[src/rtl/s_pe_out_sink.sv]
// s_pe_out_sink
//   Collects a job of len results from the last PE of the array and re-emits
//   them as a ready/valid stream. Results land in a small FIFO. The array is
//   stalled (pea_ready_o=0) whenever the FIFO is full or no job is running.
//   The final result of a job carries a last tag. done_o pulses for one cycle
//   after that tagged entry has been handed downstream.
//
// Handshakes:
//   PE side:         a result moves when pe_valid_i && pea_ready_o at a rising
//                    edge. The producer holds pe_res_i/pe_valid_i while stalled.
//                    pea_ready_o comes from registered state only.
//   Downstream side: a beat moves when m_valid_o && m_ready_i at a rising edge.
//                    m_data_o/m_last_o are held while m_valid_o && !m_ready_i.
//
// Ports:
//   clk_i, rst_n_i       clock (rising edge), async active-low reset
//   start_i, len_i       job start pulse and result count (used only in IDLE)
//   pe_res_i, pe_valid_i result input from the PE array
//   pea_ready_o          array advance enable (stall control)
//   m_data_o, m_valid_o, m_ready_i, m_last_o   downstream stream
//   busy_o, done_o       job status (busy in RUN/DRAIN, done pulse)
//   stall_cycles_o       RUN cycles spent with the array stalled
//   state_o              FSM state for debug (0 IDLE, 1 RUN, 2 DRAIN, 3 DONE)
//
// Build option:
//   S_PE_OUT_SINK_STALL_CNT_EN  enables the saturating stall counter. When it
//                               is undefined, stall_cycles_o is tied to 0.

package pea_pkg;
  localparam int N_BITS = 32;
endpackage

module s_pe_out_sink #(
  parameter int N_BITS     = pea_pkg::N_BITS,
  parameter int FIFO_DEPTH = 4
) (
  input  logic              clk_i,
  input  logic              rst_n_i,
  input  logic              start_i,
  input  logic [15:0]       len_i,
  input  logic [N_BITS-1:0] pe_res_i,
  input  logic              pe_valid_i,
  output logic              pea_ready_o,
  output logic [N_BITS-1:0] m_data_o,
  output logic              m_valid_o,
  input  logic              m_ready_i,
  output logic              m_last_o,
  output logic              busy_o,
  output logic              done_o,
  output logic [31:0]       stall_cycles_o,
  output logic [1:0]        state_o
);

  localparam int AW = $clog2(FIFO_DEPTH);

  typedef enum logic [1:0] {
    IDLE  = 2'd0,
    RUN   = 2'd1,
    DRAIN = 2'd2,
    DONE  = 2'd3
  } state_t;

  state_t state_q, state_d;

  logic [AW-1:0]     wr_ptr_q, rd_ptr_q;
  logic [AW:0]       count_q;
  logic [15:0]       len_q, acc_cnt_q;
  logic [N_BITS-1:0] data_mem [FIFO_DEPTH];
  logic [FIFO_DEPTH-1:0] last_mem;

  logic fifo_full, fifo_empty, push, pop, start_acc, last_acc;

  assign fifo_full  = (count_q == (AW+1)'(FIFO_DEPTH));
  assign fifo_empty = (count_q == '0);

  // Depends only on state_q and count_q, so no path from pe_valid_i or m_ready_i.
  assign pea_ready_o = (state_q == RUN) && !fifo_full;
  assign push        = pe_valid_i && pea_ready_o;
  assign m_valid_o   = !fifo_empty;
  assign pop         = m_valid_o && m_ready_i;
  assign start_acc   = (state_q == IDLE) && start_i;
  // This accept brings the count up to len. It carries the last tag.
  assign last_acc    = push && ((acc_cnt_q + 16'd1) == len_q);

  // Force the outputs to 0 when the FIFO is empty. Then the unreset storage
  // never shows on the outputs after reset.
  assign m_data_o = m_valid_o ? data_mem[rd_ptr_q] : '0;
  assign m_last_o = m_valid_o && last_mem[rd_ptr_q];

  assign busy_o  = (state_q == RUN) || (state_q == DRAIN);
  assign done_o  = (state_q == DONE);
  assign state_o = state_q;

  always_comb begin
    state_d = state_q;
    case (state_q)
      IDLE:    if (start_i) state_d = (len_i == 16'd0) ? DONE : RUN;
      RUN:     if (last_acc) state_d = DRAIN;
      DRAIN:   if (pop && m_last_o) state_d = DONE;
      DONE:    state_d = IDLE;
      default: state_d = IDLE;
    endcase
  end

  always_ff @(posedge clk_i or negedge rst_n_i) begin
    if (!rst_n_i) begin
      state_q   <= IDLE;
      wr_ptr_q  <= '0;
      rd_ptr_q  <= '0;
      count_q   <= '0;
      len_q     <= '0;
      acc_cnt_q <= '0;
    end else begin
      state_q <= state_d;
      if (start_acc) begin
        len_q     <= len_i;
        acc_cnt_q <= '0;
      end else if (push) begin
        acc_cnt_q <= acc_cnt_q + 16'd1;
      end
      // The pointers wrap naturally because FIFO_DEPTH is a power of two.
      if (push) wr_ptr_q <= wr_ptr_q + 1'b1;
      if (pop)  rd_ptr_q <= rd_ptr_q + 1'b1;
      case ({push, pop})
        2'b10:   count_q <= count_q + 1'b1;
        2'b01:   count_q <= count_q - 1'b1;
        default: count_q <= count_q;
      endcase
    end
  end

  // FIFO storage. It has no reset because m_valid_o gates every read.
  always_ff @(posedge clk_i) begin
    if (push) begin
      data_mem[wr_ptr_q] <= pe_res_i;
      last_mem[wr_ptr_q] <= last_acc;
    end
  end

`ifdef S_PE_OUT_SINK_STALL_CNT_EN
  logic [31:0] stall_q;

  always_ff @(posedge clk_i or negedge rst_n_i) begin
    if (!rst_n_i) begin
      stall_q <= '0;
    end else if (start_acc) begin
      stall_q <= '0;
    end else if ((state_q == RUN) && !pea_ready_o && (stall_q != 32'hFFFF_FFFF)) begin
      stall_q <= stall_q + 32'd1;
    end
  end

  assign stall_cycles_o = stall_q;
`else
  assign stall_cycles_o = '0;
`endif

endmodule

[config.mk]
export PLATFORM = sky130hd
export DESIGN_NAME = s_pe_out_sink
export DESIGN_NICKNAME = d
export VERILOG_FILES = /design/src/rtl/s_pe_out_sink.sv
export SDC_FILE = /design/constraint.sdc
export NUM_CORES = 1
export LEC_CHECK = 0
export CORE_UTILIZATION = 45
export CTS_CLUSTER_SIZE = 40
export DETAILED_ROUTE_END_ITERATION = 10
export PLACE_DENSITY = 0.76
export SKIP_LAST_GASP = 1
export SLEW_MARGIN = 5
export SYNTH_ARGS = -nofsm -noshare
export SYNTH_HDL_FRONTEND = slang
export SYNTH_SLANG_ARGS = --single-unit
[constraint.sdc]
create_clock -name clk_i -period 3.7 [get_ports clk_i]
set_input_delay 0.74 -clock clk_i [delete_from_list [all_inputs] [get_ports clk_i]]
set_output_delay 0.74 -clock clk_i [all_outputs]
set_load 0.005 [all_outputs]
==> run_results.csv <==
group,metric,value,unit
power,p_int,0.004794,W
worst_setup_path,path_max_fanout,36,
power,swShare,0.2876,
grt,grt-ovfl-total,0,
final_layout,final_util,0.5590,
logic_synthesis,synthTopCellsByArea,"edfxtp_1 51%, dfrtp_1 13%, mux4_2 9.6%",
logic_synthesis,synth_cell_types,41,
grt,grt_pass1_vias,4408,
drt,dr.pass1.iters,6,
power,power_frac_clock,0.262,
clock_network,cts_root_buffer,"clkbuf_16",
sta,setup_tns,0,ps
outcome,status,"finished, final reports clean",
clock_network,numClockSinks,173,
die,die_x,133.1,um
logic_synthesis,synth.largest_area_cell,"edfxtp_1",
drt,first_iter_violations,203,
worst_setup_path,crit_path_start_kind,"register",
worst_setup_path,critPathMaxStageDelay,840,ps
final_layout,fill_cells,1327,
logic_synthesis,synth.avg_cell_area,14.64,sq um
logic_synthesis,synth_edf_count,132,
clock_network,clock_path_buffers,2,
sta,skew,6.609,ps
flow_run,cap_violations,0,
drt,wl_per_cell,16.94,um
logic_synthesis,ys_ff_latch,173,
sta,timing.hold.ws,450.9,ps
drt,wl,14430,um
logic_synthesis,yosysSeqAreaShare,0.6456,
clock_network,insertion_delay,420,ps
clock_network,tritoncts,"done",
sta,slew_viol_final,0,
drt,ant_nets,0,
logic_synthesis,synthFlopType,"edfxtp_1",
sta,slew_headroom,0.3074,
power,p_switching,0.001935,W
drt,vias,4357,
worst_setup_path,critPathKind,"register to output pin",
placed_design,place_congestion,0.8122,
power,p_seq_frac,0.388,
final_layout,n_antenna_cell,0,
hold_path,hold_path_class,"input pin to async pin",
clock_network,post_cts_buffers,0,
sta,grt_setup_unrepaired,"no",
sta,timing.fmax,309.4,MHz
die,die_y,133.1,um
placed_design,dp_hpwl,9854,um
power,powerDensity,720.8,mW/mm^2
die,io_pins,124,
sta,hold_viol,0,
worst_setup_path,crit_chain,"or3_1, and2_1, clkdlybuf4s50_1",
die,core_area,0.01670,sq mm
final_layout,area_growth,20.80,%
worst_setup_path,cp_top_family,"simple AND/OR/NAND/NOR gates",
final_layout,drive_gt1_frac,0.1345,
worst_setup_path,worstPathArrival,2490,ps
sta,setup_viol,0,
clock_network,cts_buffers,17,
die,die-area,0.01770,sq mm
worst_setup_path,crit_required,2960,ps
clock_network,htree_levels,4,
clock_network,cts_hold_buf,0,
grt,grt_max_degree,42,
power,power_frac_comb,0.350,
grt,grt_util_all_layers,0.1738,
clock_network,cts-resized-gates,0,
worst_setup_path,path_buf_inv,1,
grt,antenna_found_initial,0,
sta,worst_pin_slew,1039,ps
worst_setup_path,slowest_stage,"or3_1",
clock_network,clk_pin_slew,60,ps
worst_setup_path,rrSetupSlack,920,ps
logic_synthesis,syn_inst,528,
die,row_count,47,
logic_synthesis,async_flop_share,0.2370,
final_layout,layout.nets,685,
logic_synthesis,yosysWarnings,0,
placed_design,port_buffers,91,
logic_synthesis,synth_top_area_share,0.5129,
logic_synthesis,netlist_area,0.007729,sq mm
worst_setup_path,crit_path_end_kind,"output pin",
power,p_leak,3.379,nW
sta,fin_crit,3232,ps
sta,finalCritPeriodShare,0.8734,
power,ir_worst_vdd,349.9,uV
grt,grt_pass1_wl,22980,um
drt,vias_per_cell,5.114,
die,initial_core_util,0.4628,
drt,drc,0,
final cells by class:
class	count	area, sq um	area share
clock buffers	18	429.2	0.04597
clock inverters	13	162.7	0.01742
inverters	14	52.55	0.005629
multi-input cells	315	2447	0.2621
flip-flops and latches	173	4991	0.5346
well taps	220	275.3	0.02948
repair buffers	99	978.4	0.1048
final timing paths:
check                                  startpoint                      end  cells after the start
setup / recovery           count_q[2]$_DFFE_PN0P_             m_data_o[26]                      3
hold / removal                            rst_n_i     len_q[1]$_DFFE_PN0P_                      1
setup reg to reg           count_q[2]$_DFFE_PN0P_   count_q[2]$_DFFE_PN0P_                      8
hold reg to reg             len_q[14]$_DFFE_PN0P_    len_q[14]$_DFFE_PN0P_                      2
max in group asynchronous                 rst_n_i  rd_ptr_q[0]$_DFFE_PN0P_                      1
min in group clk_i          len_q[14]$_DFFE_PN0P_    len_q[14]$_DFFE_PN0P_                      2
power by group through the flow:
stage / combinational [W] / sequential (W) / clock [W]
floorplan: 0.00145 / 0.00255 / 0
global placement: 0.00233 / 0.00262 / 0
detailed placement: 0.00240 / 0.00265 / 0
CTS: 0.00241 / 0.00261 / 0.00180
global route: 0.00259 / 0.00264 / 0.00188
finish: 0.00236 / 0.00261 / 0.00177
kinds of logic after synthesis:
| kind of cell | synth area share |
|---|---|
| multiplexers | 0.1000 |
| buffers and inverters | 0.05342 |
| flip-flops | 0.6456 |
| adder cells (fa/ha/maj) | 0.02040 |
| XOR/XNOR | 0.04533 |
| AO/OA/AOI/OAI | 0.01797 |
| AND/OR/NAND/NOR | 0.1167 |
| other | 0.0004852 |
metrics by stage:
| step | cell area [sq um] | power [W] | setup WS, ps | cells |
|---|---|---|---|---|
| 2_1_floorplan | 7845 | 0.004001 | 1067 | 559 |
| 6_report | 9336 | 0.006729 | 468.5 | 852 |
| 5_1_grt | 9336 | 0.007099 | 283.9 | 852 |
| 3_5_place_dp | 8745 | 0.005046 | 791.7 | 821 |
| 4_1_cts | 9336 | 0.006817 | 377.5 | 852 |
| 3_3_place_gp | 8745 | 0.004953 | 851.8 | 821 |
synth_stat cells, drive strengths merged, types with 3 or more instances:
cell,count
a21oi,7
and2,40
buf,45
clkbuf,12
dfrtp,41
edfxtp,132
ha,11
inv,14
mux2i,3
mux4,33
nand2,66
nand3,10
nand4,10
nor2,24
nor3,5
nor4,9
o21ai,10
or3,5
xnor2,25
xor2,15
worst reg2reg max path, cell delays in order, from the launching register on:
cell,delay (ps)
dfrtp_1,440
or3_1,840
and2_1,340
ha_1,220
inv_1,60
fa_1,370
xor2_1,150
nor2_1,110
xor2_1,160
registers in the layout, summed over array words and instances (netlist names):
| name | flops |
|---|---|
| count_q | 3 |
| wr_ptr_q | 2 |
| rd_ptr_q | 2 |
| state_o | 2 |
| len_q | 16 |
| last_mem | 4 |
| data_mem | 128 |
| acc_cnt_q | 16 |
per-layer routing:
metal / part of all wire / wire length [um] / GRT usage
met1: 0.42 / 6039 / 0.2130
met3: 0.059 / 847 / 0.04215
met4: 0.018 / 262 / 0.07024
met2: 0.50 / 7282 / 0.2952
met5: 0 / 0 / 0
cells in the final DEF (no fill, tap or decap), drive strengths merged, types with 10 or more instances in the layout:
master | synthesis | final
and2 | 40 | 40
clkbuf | 12 | 18
clkdlybuf4s50 | 0 | 90
conb | 1 | 32
dfrtp | 41 | 41
edfxtp | 132 | 132
ha | 11 | 11
inv | 14 | 18
mux4 | 33 | 33
nand2 | 66 | 66
nand3 | 10 | 10
nand4 | 10 | 10
nor2 | 24 | 24
o21ai | 10 | 10
xnor2 | 25 | 25
xor2 | 15 | 15
No activity file was read; power rests on OpenSTA's default activity.
